**config.mk**
```make
export PLATFORM = sky130hd
export DESIGN_NAME = rx_tlp_scheduler
export DESIGN_NICKNAME = d
export VERILOG_FILES = /design/src/rtl/rx_tlp_pkg.sv /design/src/rtl/cdc_sync_2ff.sv /design/src/rtl/rx_tlp_scheduler.sv
export SDC_FILE = /design/constraint.sdc
export NUM_CORES = 1
export LEC_CHECK = 0
export ABC_AREA = 1
export CORE_MARGIN = 10
export CORE_UTILIZATION = 40
export CTS_CLUSTER_SIZE = 20
export DETAILED_ROUTE_END_ITERATION = 7
export SYNTH_ARGS = -nofsm -noshare
export SYNTH_HDL_FRONTEND = slang
export SYNTH_SLANG_ARGS = --single-unit
```
**constraint.sdc**
```tcl
create_clock -name clk156 -period 4.7 [get_ports clk156]
set_clock_uncertainty 0.05 [all_clocks]
set_input_delay 0.47 -clock clk156 [delete_from_list [all_inputs] [get_ports clk156]]
set_output_delay 0.47 -clock clk156 [all_outputs]
set_load 0.02 [all_outputs]
```
**src/rtl/rx_tlp_pkg.sv**
```systemverilog
// Shared types, default parameters and helpers for the RX TLP scheduler.
package rx_tlp_pkg;

    localparam int ADDR_W_DEF      = 11;
    localparam int TLP_QW_DEF      = 16;
    localparam int PAGE_LOG2_DEF   = 18;
    localparam int PAGE_HDR_QW_DEF = 16;
    localparam int TO_W_DEF        = 28;

    typedef enum logic [3:0] {
        IDLE,
        CHECK,
        REQ,
        ACK_LOW,
        CLOSE,
        FLUSH,
        CHANGE,
        CHG_WAIT,
        CHG_LOW
    } state_t;

    function automatic int clog2w(input int n);
        return (n <= 1) ? 1 : $clog2(n);
    endfunction

    // Upper bits beyond the real pointer width must be zero.
    function automatic logic [31:0] gray2bin(input logic [31:0] g);
        logic [31:0] b;
        b = g;
        for (int i = 1; i < 32; i++) begin
            b = b ^ (g >> i);
        end
        return b;
    endfunction

endpackage

```
**src/rtl/cdc_sync_2ff.sv**
```systemverilog
// Two-flop synchroniser for a bus of independently sampled (Gray or level) bits.
module cdc_sync_2ff #(
    parameter int W = 1
) (
    input  logic         clk156,
    input  logic         reset_n,
    input  logic [W-1:0] d,
    output logic [W-1:0] q
);

    logic [W-1:0] meta;

    always_ff @(posedge clk156 or negedge reset_n) begin
        if (!reset_n) begin
            meta <= '0;
            q    <= '0;
        end else begin
            meta <= d;
            q    <= meta;
        end
    end

endmodule

```
**src/rtl/rx_tlp_scheduler.sv**
```systemverilog
// Schedules full-payload TLPs, partial flushes and huge-page changes from RX buffer
// occupancy, with a synchronised TX read pointer and 4-phase request/ack handshakes.
module rx_tlp_scheduler
    import rx_tlp_pkg::*;
#(
    parameter int ADDR_W      = ADDR_W_DEF,
    parameter int TLP_QW      = TLP_QW_DEF,
    parameter int PAGE_LOG2   = PAGE_LOG2_DEF,
    parameter int PAGE_HDR_QW = PAGE_HDR_QW_DEF,
    parameter int TO_W        = TO_W_DEF
) (
    input  logic                      clk156,
    input  logic                      reset_n,
    input  logic                      enable,
    input  logic [TO_W-1:0]           timeout_cycles,
    input  logic [ADDR_W-1:0]         commited_wr_address,
    input  logic [ADDR_W-1:0]         commited_rd_address_gray,
    output logic                      trigger_tlp,
    input  logic                      trigger_tlp_ack,
    output logic                      change_huge_page,
    output logic                      send_last_tlp_change_huge_page,
    input  logic                      change_huge_page_ack,
    output logic [clog2w(TLP_QW):0]   qwords_to_send,
    output logic [PAGE_LOG2:0]        page_qword_offset,
    output logic [31:0]               tlp_count,
    output logic [31:0]               page_count
);

    localparam int QW_LOG2 = clog2w(TLP_QW);
    localparam int OCC_W   = ADDR_W - 1;
    localparam int NT_W    = OCC_W - QW_LOG2;
    localparam int OFF_W   = PAGE_LOG2 + 1;
    localparam int SUM_W   = ((OFF_W > OCC_W) ? OFF_W : OCC_W) + 1;
    localparam logic [QW_LOG2:0] QW_FULL = (QW_LOG2 + 1)'(TLP_QW);
    localparam logic [OFF_W-1:0] OFF_HDR = OFF_W'(PAGE_HDR_QW);
    localparam logic [OFF_W-1:0] OFF_TLP = OFF_W'(TLP_QW);

    logic [ADDR_W-1:0]  rd_gray_s, rd_bin;
    logic               tlp_ack_s, chg_ack_s, timeout;
    logic [OCC_W-1:0]   occ;
    logic [TO_W-1:0]    to_cnt;
    logic [SUM_W-1:0]   look_sum;
    state_t             state, state_d;
    logic [NT_W-1:0]    n_tlp, n_tlp_d, sent, sent_d;
    logic [QW_LOG2-1:0] rem_new, rem_new_d, rem, rem_d;
    logic               page_ovf, page_ovf_d, dirty, dirty_d;
    logic               trig_d, chg_d, last_d;
    logic [QW_LOG2:0]   qw_d;
    logic [OFF_W-1:0]   offset_d;
    logic [31:0]        tlp_cnt_d, page_cnt_d;

    cdc_sync_2ff #(.W(ADDR_W)) u_sync_rd  (.clk156(clk156), .reset_n(reset_n), .d(commited_rd_address_gray), .q(rd_gray_s));
    cdc_sync_2ff #(.W(1))      u_sync_tlp (.clk156(clk156), .reset_n(reset_n), .d(trigger_tlp_ack),          .q(tlp_ack_s));
    cdc_sync_2ff #(.W(1))      u_sync_chg (.clk156(clk156), .reset_n(reset_n), .d(change_huge_page_ack),     .q(chg_ack_s));

    assign rd_bin  = ADDR_W'(gray2bin(32'(rd_gray_s)));
    assign timeout = (timeout_cycles != '0) && (to_cnt == timeout_cycles);
    // Widened so an offset+occupancy carry past the page bit is never truncated away.
    assign look_sum = SUM_W'(page_qword_offset) + SUM_W'(occ);

    always_comb begin
        state_d    = state;
        n_tlp_d    = n_tlp;
        rem_new_d  = rem_new;
        page_ovf_d = page_ovf;
        rem_d      = rem;
        dirty_d    = dirty;
        sent_d     = sent;
        trig_d     = trigger_tlp;
        chg_d      = change_huge_page;
        last_d     = send_last_tlp_change_huge_page;
        qw_d       = qwords_to_send;
        offset_d   = page_qword_offset;
        tlp_cnt_d  = tlp_count;
        page_cnt_d = page_count;
        case (state)
            IDLE: begin
                n_tlp_d    = occ[OCC_W-1:QW_LOG2];
                rem_new_d  = occ[QW_LOG2-1:0];
                page_ovf_d = |(look_sum >> PAGE_LOG2);
                if (enable && (occ[OCC_W-1:QW_LOG2] != '0)) begin
                    state_d = CHECK;
                    qw_d    = QW_FULL;
                end else if (enable && timeout && dirty) begin
                    state_d = CLOSE;
                end else if (enable && timeout && (occ != '0)) begin
                    state_d = FLUSH;
                    qw_d    = occ[QW_LOG2:0];
                end
            end
            CHECK: begin
                if (page_ovf) begin
                    if (rem == '0) begin
                        state_d = CHANGE;
                    end else begin
                        state_d = FLUSH;
                        qw_d    = {1'b0, rem};
                    end
                end else begin
                    rem_d   = rem_new;
                    dirty_d = 1'b1;
                    sent_d  = '0;
                    trig_d  = 1'b1;
                    state_d = REQ;
                end
            end
            REQ: begin
                if (tlp_ack_s) begin
                    trig_d    = 1'b0;
                    offset_d  = page_qword_offset + OFF_TLP;
                    sent_d    = sent + NT_W'(1);
                    tlp_cnt_d = tlp_count + 32'd1;
                    state_d   = ACK_LOW;
                end
            end
            ACK_LOW: begin
                if (!tlp_ack_s) begin
                    if (sent < n_tlp) begin
                        trig_d  = 1'b1;
                        state_d = REQ;
                    end else begin
                        state_d = IDLE;
                    end
                end
            end
            CLOSE: begin
                if (rem == '0) begin
                    state_d = CHANGE;
                end else begin
                    state_d = FLUSH;
                    qw_d    = {1'b0, rem};
                end
            end
            FLUSH: begin
                last_d  = 1'b1;
                state_d = CHG_WAIT;
            end
            CHANGE: begin
                chg_d   = 1'b1;
                state_d = CHG_WAIT;
            end
            CHG_WAIT: begin
                if (chg_ack_s) begin
                    chg_d      = 1'b0;
                    last_d     = 1'b0;
                    offset_d   = OFF_HDR;
                    rem_d      = '0;
                    dirty_d    = 1'b0;
                    page_cnt_d = page_count + 32'd1;
                    state_d    = CHG_LOW;
                end
            end
            CHG_LOW: begin
                if (!chg_ack_s) state_d = IDLE;
            end
            default: state_d = IDLE;
        endcase
    end

    always_ff @(posedge clk156 or negedge reset_n) begin
        if (!reset_n) begin
            state                          <= IDLE;
            occ                            <= '0;
            to_cnt                         <= '0;
            n_tlp                          <= '0;
            rem_new                        <= '0;
            page_ovf                       <= 1'b0;
            rem                            <= '0;
            dirty                          <= 1'b0;
            sent                           <= '0;
            trigger_tlp                    <= 1'b0;
            change_huge_page               <= 1'b0;
            send_last_tlp_change_huge_page <= 1'b0;
            qwords_to_send                 <= QW_FULL;
            page_qword_offset              <= OFF_HDR;
            tlp_count                      <= '0;
            page_count                     <= '0;
        end else begin
            state                          <= state_d;
            occ                            <= OCC_W'(commited_wr_address - rd_bin);
            to_cnt                         <= ((state != IDLE) || timeout) ? '0 : to_cnt + TO_W'(1);
            n_tlp                          <= n_tlp_d;
            rem_new                        <= rem_new_d;
            page_ovf                       <= page_ovf_d;
            rem                            <= rem_d;
            dirty                          <= dirty_d;
            sent                           <= sent_d;
            trigger_tlp                    <= trig_d;
            change_huge_page               <= chg_d;
            send_last_tlp_change_huge_page <= last_d;
            qwords_to_send                 <= qw_d;
            page_qword_offset              <= offset_d;
            tlp_count                      <= tlp_cnt_d;
            page_count                     <= page_cnt_d;
        end
    end

endmodule

```
; Word-level counts from Yosys, hierarchy flattened
; Cells that the tools add are included.
[totals]
ff_bits = 181
in_bits = 55
output_inout_bits = 91
wordCells = 126
[classes]
n_addsub = 7
magnitude_cmp = 1
eq_ne = 19
mux = 36
n_bitwise = 10
n_reduce_logical = 31
[ops]
columns = cell, n
row1 = $add A32 B1 Y32 const B, 2
row2 = $mux W19, 2
row3 = $pmux W19 S2, 1
row4 = $mux W4, 9
row5 = $pmux W4 S8, 1
row6 = $add A28 B1 Y28 const B, 1
row7 = $eq A28 B28 Y1, 1
row8 = $mux W28, 1
row9 = $reduce_bool A28 Y1, 1
row10 = $mux W5, 5
row11 = $add A19 B10 Y20, 1
row12 = $add A19 B5 Y19 const B, 1
row13 = $eq A4 B3 Y1 const B, 4
row14 = $pmux W5 S3, 1
row15 = $mux W6, 2
row16 = $pmux W6 S2, 1
row17 = $ne A2 B2 Y1 const B, 5
row18 = $reduce_and A5 Y1, 2
row19 = $reduce_bool A10 Y1, 1
row20 = $reduce_bool A2 Y1, 5
row21 = $sub A10 B10 Y10, 1
row22 = $xor A10 B1 Y10, 1
row23 = $xor A10 B10 Y10, 1
row24 = $xor A10 B2 Y10, 1
row25 = 31 further kinds, 53

; Depth between registers and ports, before layout
; Gate-level depths: netlist of run 1.
[depth]
ltp_word = 11
ltp_mapped = 14
ltp_nobuf = 14

; Cells and area by module
; Synthesis of run 1 repeated with hierarchy kept, for this count alone.
[hier_totals]
cells_unflattened = 1078
hier_area_um2 = 9347.7
[by_module_without_submodules]
columns = module, instances, cells_each, area_per_inst_um2, seq_area_each_um2
row1 = rx_tlp_scheduler, 1, 1052, 8697.1, 3781.1
row2 = cdc_sync_2ff (u_sync_rd), 1, 22, 550.5, 550.5
row3 = cdc_sync_2ff (u_sync_chg ...), 2, 2, 50.0, 50.0

; Worst setup path after synthesis of run 1
; OpenSTA, ideal clock, no wires.
[synth_timing]
kind = reg2reg
start = register u_sync_rd.q[10]
end = register occ[8]
t_arrival_ns = 2.771
required_ns = 4.527
setup_slack_ns = 1.757
path_stages_with_launch = 14
n_path_buf = 0
period_less_slack_ns = 2.943
path_cell_list = dfrtp_1 -> xor2_1 -> xor2_1 -> xor2_1 -> xor2_1 -> ha_1 -> fa_1 -> o21ai_0 -> nand2_1 -> nand2_1 -> a21oi_1 -> o21ai_0 -> a21oi_1 -> xnor2_1
[synth_between]
elab_chain_cells = 10
[synth_lines]
columns = element, line_no
row1 = "start, declared", cdc_sync_2ff.sv:8  ; output logic [W-1:0] q
row2 = "start signal, assigned", cdc_sync_2ff.sv:19  ; q <= meta;
row3 = $xor A10 B9 Y10, rx_tlp_pkg.sv:31  ; b = b ^ (g >> i);
row4 = $xor A10 B8 Y10, rx_tlp_pkg.sv:31
row5 = $xor A10 B7 Y10, rx_tlp_pkg.sv:31
row6 = $xor A10 B6 Y10, rx_tlp_pkg.sv:31
row7 = $xor A10 B5 Y10, rx_tlp_pkg.sv:31
row8 = $xor A10 B4 Y10, rx_tlp_pkg.sv:31
row9 = $xor A10 B3 Y10, rx_tlp_pkg.sv:31
row10 = $xor A10 B2 Y10, rx_tlp_pkg.sv:31
row11 = $xor A10 B1 Y10 *, rx_tlp_pkg.sv:31
row12 = $sub A10 B10 Y10 *, rx_tlp_scheduler.sv:180  ; occ <= OCC_W'(commited_wr_address - rd_bin);
row13 = "end signal, assigned", rx_tlp_scheduler.sv:180
row14 = "end, declared", rx_tlp_scheduler.sv:40  ; logic [OCC_W-1:0] occ;
; Mark *: on every way between the ends. The rest lies on a longest branch, timed or not.
; A chain may end at the register's enable or synchronous reset.

; Worst setup path in the final report of run 1
; Same ends and word-level chain as after synthesis.

==> impl_results.md, run 1 <==
* R2R cell count at 13
* Hpwl dp at 16.2 mm
* CTS tree: done
* Setup crit end kind: register
* Resize count post-CTS at 0
* Maximum operating frequency at 303 MHz
* TNS Setup at 0 ns
* Post-CTS Hold Fix Bufs at 0
* Routed wire length on met3 at 1.32 mm
* Row cnt at 55
* Seq cells post-synth at 177
* Syn-to-layout area delta at 25.0%
* Largest net degree at the start of global routing at 91
* I/O pins at 146
* Worst path slowest cell: xor2_1
* Critical-path cell list: xor2_1 > xor2_1 > xor2_1 > xor2_1 > ha_1 > fa_1 > o21ai_0 > nand2_1 > nand2_1 > a21oi_1 > o21ai_0 > a21oi_1 > xnor2_1
* Critical path class: reg -> reg
* Routed vias at 7,293
* Initial DRC Count at 479
* Worst slew pin tran at 0.854 ns
* Share of layout cells above drive strength 1 at 6.30%
* Netlist Area Pre-Place at 9250 um^2
* Synth area leader: dfrtp_1
* Placement Setup Slack at 1.38 ns
* Met2 wire len at 10.2 mm
* Tmin final at 3.30 ns
* Most common cell after layout, fill and taps aside: nand2_1
* Top sig layer: met4
* Port buffer count at 140
* WL/cell at 14.1 um
* Nets at 1,306
* CTS clk-pin slew, worst paths at 0.07 ns
* Comb pwr share at 29.3%
* Synth warnings at 0
* Diode count at 0
* Fin area at 11,600 um^2
* Gr usage total at 14.9%
* Via/cell ratio at 4.79
* Max clock buf depth at 2
* Int Power at 0.00304 W
* Seq pwr share at 41.1%
* Routed met1 length at 9.61 mm
* GRT overflow at 0
* Die X at 172 um
* Routed WL at 21.4 mm
* Top FF cell, synth: dfrtp_1
* Htree depth at 4
* Pwr dens at 406 nW/um^2
* Status: completed
* Starting Density at 40.7%
* Worst setup SP type: register
* Avg Synthesized Cell Area at 8.63 um^2
* Full die area at 29,600 um^2
* Worst hold slack at 0.0788 ns
* Root Buffer: clkbuf_16
* RSZ-0062 raised after global routing: no
* Sw Share at 35.3%
* Initial antenna violation count at 0
* Synth top area share at 47.3%
* Seq/Total Area, Yosys at 47.9%
* Crit path DAT at 3.56 ns
* Synthesized instance count at 1,072
* Sw power at 0.00166 W
* Area after DPL at 11,000 um^2
* Worst path depth at 13
* DR DRC count at 0
* Largest stage delay, worst path at 0.49 ns
* Die height at 172 um
* Fin crit share at 70.3%
* Worst EP required at 4.96 ns
* Worst skew pair latency at 0.43 ns
* Worst path bufs/invs at 0
* Area of the core at 22,700 um^2
* CP delay by family, top: XOR/XNOR gates
* Global placer's final weighted congestion at 0.836
* Setup bufs post-CTS at 0
* ANT nets after route at 0
* Setup ws final at 1.40 ns
* Pwr Total at 0.00470 W
* Setup violators final at 0
* Fillers at 2,141
* Max-Cap Viols at 0
* Max_slew headroom at 43.1%
* Synth cell types at 44
* Hold Crit Class: in -> async
* Hold Vio Cnt, Final at 0
* LEAKAGE at 5.30 nW
* Pre-antenna DRT Iters at 4
* Commonest non-fill, non-tap cells in the layout: nand2_1 (199), dfrtp_1 (175), clkdlybuf4s50_1 (139)
* Vias in the first global route at 7,517
* CP most frequent cell: xor2_1
* Max-slew violation count at 0
* Ranking of synthesized cells by area: dfrtp_1 (47%), nand2_1 (8.1%), xor2_1 (7.2%)
* Post-synth EDFFs at 0
* Asr flop ratio synth at 100%
* Worst Path Max Fanout at 5
* First-pass GRT wire length at 35.8 mm
* Num Clock Sinks at 177
* Worst vdd ir at 210 uV
* Clock power share at 29.6%
* CTS Buf Count at 17
[flip-flops by register name, summed over array words and instances, names as in the netlist, 4 cells and up]
register / count
state: 4
n_tlp: 6
rem: 4
qwords_to_send: 5
to_cnt: 28
u_sync_rd.q: 11
u_sync_rd.meta: 11
page_qword_offset: 15
rem_new: 4
tlp_count: 32
occ: 10
page_count: 32
sent: 6
[worst paths after layout]
check | startpoint | to | slack, ns
worst max-delay path | u_sync_rd.q[10] | occ[8] | 1.40
worst max register to register | u_sync_rd.q[10] | occ[8] | 1.40
max in group asynchronous | reset_n | page_count[2] | 3.53
worst min-delay path | reset_n | u_sync_rd.meta[1] | 0.08
worst min register to register | u_sync_chg.meta | u_sync_chg.q | 0.30
min in group clk156 | u_sync_chg.meta | u_sync_chg.q | 0.30
[routing by layer]
layer	vias to the layer above	track usage [%]
met1	3418	18.5
met5	-	0
met3	20	4.40
met2	114	24.5
met4	0	4.16
li1	3741	-
[final cells by class]
class | instances | area, um^2 | area share (%)
tap | 285 | 357 | 3.08
clock buffer | 17 | 425 | 3.68
sequential | 177 | 4430 | 38.3
inverter | 137 | 514 | 4.45
multi-input combinational | 748 | 4240 | 36.7
timing repair buffer | 144 | 1450 | 12.5
clock inverter | 15 | 151 | 1.31
[power groups by stage]
| stage | sequential (W) | combinational [W] | clock (W) |
|---|---|---|---|
| final | 0.00193 | 0.00138 | 0.00139 |
| after global routing | 0.00196 | 0.00159 | 0.00150 |
| after CTS | 0.00193 | 0.00140 | 0.00144 |
| after detailed placement | 0.00196 | 0.00139 | 0 |
| after global placement | 0.00196 | 0.00136 | 0 |
| after floorplan | 0.00199 | 0.000857 | 0 |
[synth_stat cells (all sizes together) (4+ instances only)]
cell      n
buf       8
nand2   203
a21oi    47
nor3     39
a211oi    4
o21ai    38
xor2     76
o21a      4
clkbuf    5
nor4     10
nand3    62
nor2    146
inv     137
o22ai     4
ha       25
xnor2    41
dfrtp   175
nand4    25
[metrics by stage]
step	util, %	instances
2_1_floorplan	-	1075
3_3_place_gp	48.4	1491
3_5_place_dp	48.4	1491
4_1_cts	50.9	1523
5_1_grt	50.9	1523
6_report	50.9	1523
[cell families (layout without fill, tap and decap cells)]
kind of cell | Yosys count | count (layout) | share of synthesized area, %
and+or+nand+nor | 495 | 495 | 24.7
DFF | 177 | 177 | 47.9
buffers and inverters | 150 | 313 | 6.40
xor gates and xnor gates | 117 | 117 | 11.1
AOI/OAI and AO/OA | 106 | 106 | 6.33
adders and majority gates | 26 | 26 | 3.60
other | 1 | 4 | 0.0405
No activity file was read; power rests on OpenSTA's default activity.
==> inputs of run 2 (changes only) <==
==> constraint.sdc (replaced) <==
create_clock -name clk156 -period 3.1 [get_ports clk156]
set_clock_uncertainty 0.05 [all_clocks]
set_input_delay 0.31 -clock clk156 [delete_from_list [all_inputs] [get_ports clk156]]
set_output_delay 0.31 -clock clk156 [all_outputs]
set_load 0.02 [all_outputs]
==> run 2 against run 1 <==
Wire length shrank 0.22%. Via count increased by 1.2%. Sequential cell count unchanged. Fmax increased by 15%. Critical path depth unchanged. Sequential power is 51% higher. Global-route usage about the same. Hold slack improved by 0.20 ns. Clock power grew 60%. Highest routed layer unchanged.
==> impl_results.md, run 2 (synthesized netlist as in run 1, its figures left out) <==
* Status: completed
* Syn-to-layout area delta at 26.0%
* Hpwl dp at 16.5 mm
* Num Clock Sinks at 177
* Setup crit end kind: register
* Hold Vio Cnt, Final at 0
* DR DRC count at 0
* Crit path DAT at 3.12 ns
* Max-Cap Viols at 0
* Full die area at 29,600 um^2
* Met2 Track Usage GR at 24.6%
* GRT overflow at 0
* Worst Path Max Fanout at 3
* Pwr Total at 0.00726 W
* Global placer's final weighted congestion at 0.883
* Area occupied by multi-input gates at 4250 um^2
* CTS tree: done
* Htree depth at 4
* Worst vdd ir at 333 uV
* Max clock buf depth at 2
* Row cnt at 55
* Via/cell ratio at 4.82
* CP startpoint: u_sync_rd.q[8]
* Tmin final at 2.87 ns
* Fillers at 2,153
* Vias in the first global route at 7,424
* Starting Density at 40.7%
* Worst path slowest cell: dfrtp_1
* Gr usage total at 14.9%
* WL/cell at 14.0 um
* Placed insts at 1,498
* ANT nets after route at 0
* CTS clk-pin slew, worst paths at 0.06 ns
* Worst slew pin tran at 0.677 ns
* RSZ-0062 raised after global routing: no
* Commonest non-fill, non-tap cells in the layout: nand2_1 (199), dfrtp_1 (175), clkdlybuf4s50_1 (139)
* Area of the core at 22,700 um^2
* Critical path class: reg -> reg
* Non-filler cells, final at 1,530
* Sw Share at 33.8%
* CP most frequent cell: xor2_1
* Largest stage delay, worst path at 0.44 ns
* Routed vias at 7,377
* Die height at 172 um
* Critical-path cell list: xnor2_2 > xor2_1 > xor2_1 > xor2_1 > ha_1 > fa_1 > o21ai_0 > nand2_1 > nand2_1 > a21oi_1 > o21ai_0 > a21oi_1 > xnor2_1
* I/O pins at 146
* Seq pwr share at 40.3%
* First-pass GRT wire length at 35.9 mm
* Max-slew violation count at 0
* Met1 GRT Util at 18.8%
* Largest net degree at the start of global routing at 76
* RR Startpoint: u_sync_rd.q[8]
* Setup ws final at 0.231 ns
* Root Buffer: clkbuf_16
* Initial DRC Count at 432
* CTS Buf Count at 17
* Most common cell after layout, fill and taps aside: nand2_1
* LEAKAGE at 5.36 nW
* CP delay by family, top: XOR/XNOR gates
* Comb pwr share at 28.9%
* Worst EP required at 3.35 ns
* Routed WL at 21.4 mm
* Port buffer count at 140
* Largest regs: page_count (32), tlp_count (32), to_cnt (28)
* Nets at 1,314
* Maximum operating frequency at 349 MHz
* Int Power at 0.00481 W
* Sw power at 0.00245 W
* Hold_sp: commited_rd_address_gray[2]
* Pre-antenna DRT Iters at 5
* Setup violators final at 0
* Initial antenna violation count at 0
* Worst setup SP type: register
* Setup bufs post-CTS at 0
* Top Usage Layer GRT: met2
* Die X at 172 um
* Max_slew headroom at 54.9%
* TNS Setup at 0 ns
* Placement Setup Slack at 0.170 ns
* Fin crit share at 92.5%
* Diode count at 0
* Final core occ at 51.3%
* Storage cell area at 4430 um^2
* Share of layout cells above drive strength 1 at 6.75%
* Worst path bufs/invs at 0
* Hold Crit Class: in -> reg
* Clock power share at 30.8%
* M3 GR Usage at 4.49%
* Pwr dens at 623 nW/um^2
* Worst skew pair latency at 0.42 ns
run 2: stage by stage:
| stage | cell area [um^2] | hold WS, ns |
|---|---|---|
| after global routing | 11700 | 0.261 |
| after detailed placement | 11000 | 0.285 |
| after global placement | 11000 | 0.282 |
| after floorplan | 9260 | -0.0356 |
| final | 11700 | 0.278 |
| after CTS | 11600 | 0.260 |
run 2: power groups by stage:
stage	sequential, W	combinational [W]	clock [W]
6_report	0.00292	0.00210	0.00223
4_1_cts	0.00293	0.00213	0.00229
3_3_place_gp	0.00297	0.00207	0
3_5_place_dp	0.00297	0.00211	0
2_1_floorplan	0.00302	0.00130	0
5_1_grt	0.00297	0.00240	0.00240
run 2: layout make-up:
type                       count  area share, %
clock buffer                  20           3.92
clock inverter                11           1.31
sequential                   177           38.0
timing repair buffer         152           12.8
multi-input combinational    748           36.4
tap                          285           3.06
inverter                     137           4.41
run 2: worst paths after layout:
check	endpoint	cells past startpoint	slack [ns]
setup / recovery	occ[8]	13	0.23
min in group asynchronous	u_sync_rd.meta[1]	2	0.44
hold reg to reg	u_sync_rd.q[10]	0	0.30
hold / removal	u_sync_rd.meta[2]	1	0.28
setup reg to reg	occ[8]	13	0.23
max in group asynchronous	page_count[3]	3	1.70
run 2: repair_timing:
item	4_1_cts	5_1_grt
hold buffers	1	0
hold endpoints to repair	69	0
gates resized for setup	0	1
endpoints found under the setup margin	0	2
run 2: layer usage:
layer | part of all wire, % | up-vias | routed length (um)
met5 | 0 | - | 0
met4 | 0.87 | 0 | 186
met3 | 5.7 | 12 | 1210
met2 | 48 | 122 | 10200
met1 | 46 | 3486 | 9810
li1 | - | 3757 | -
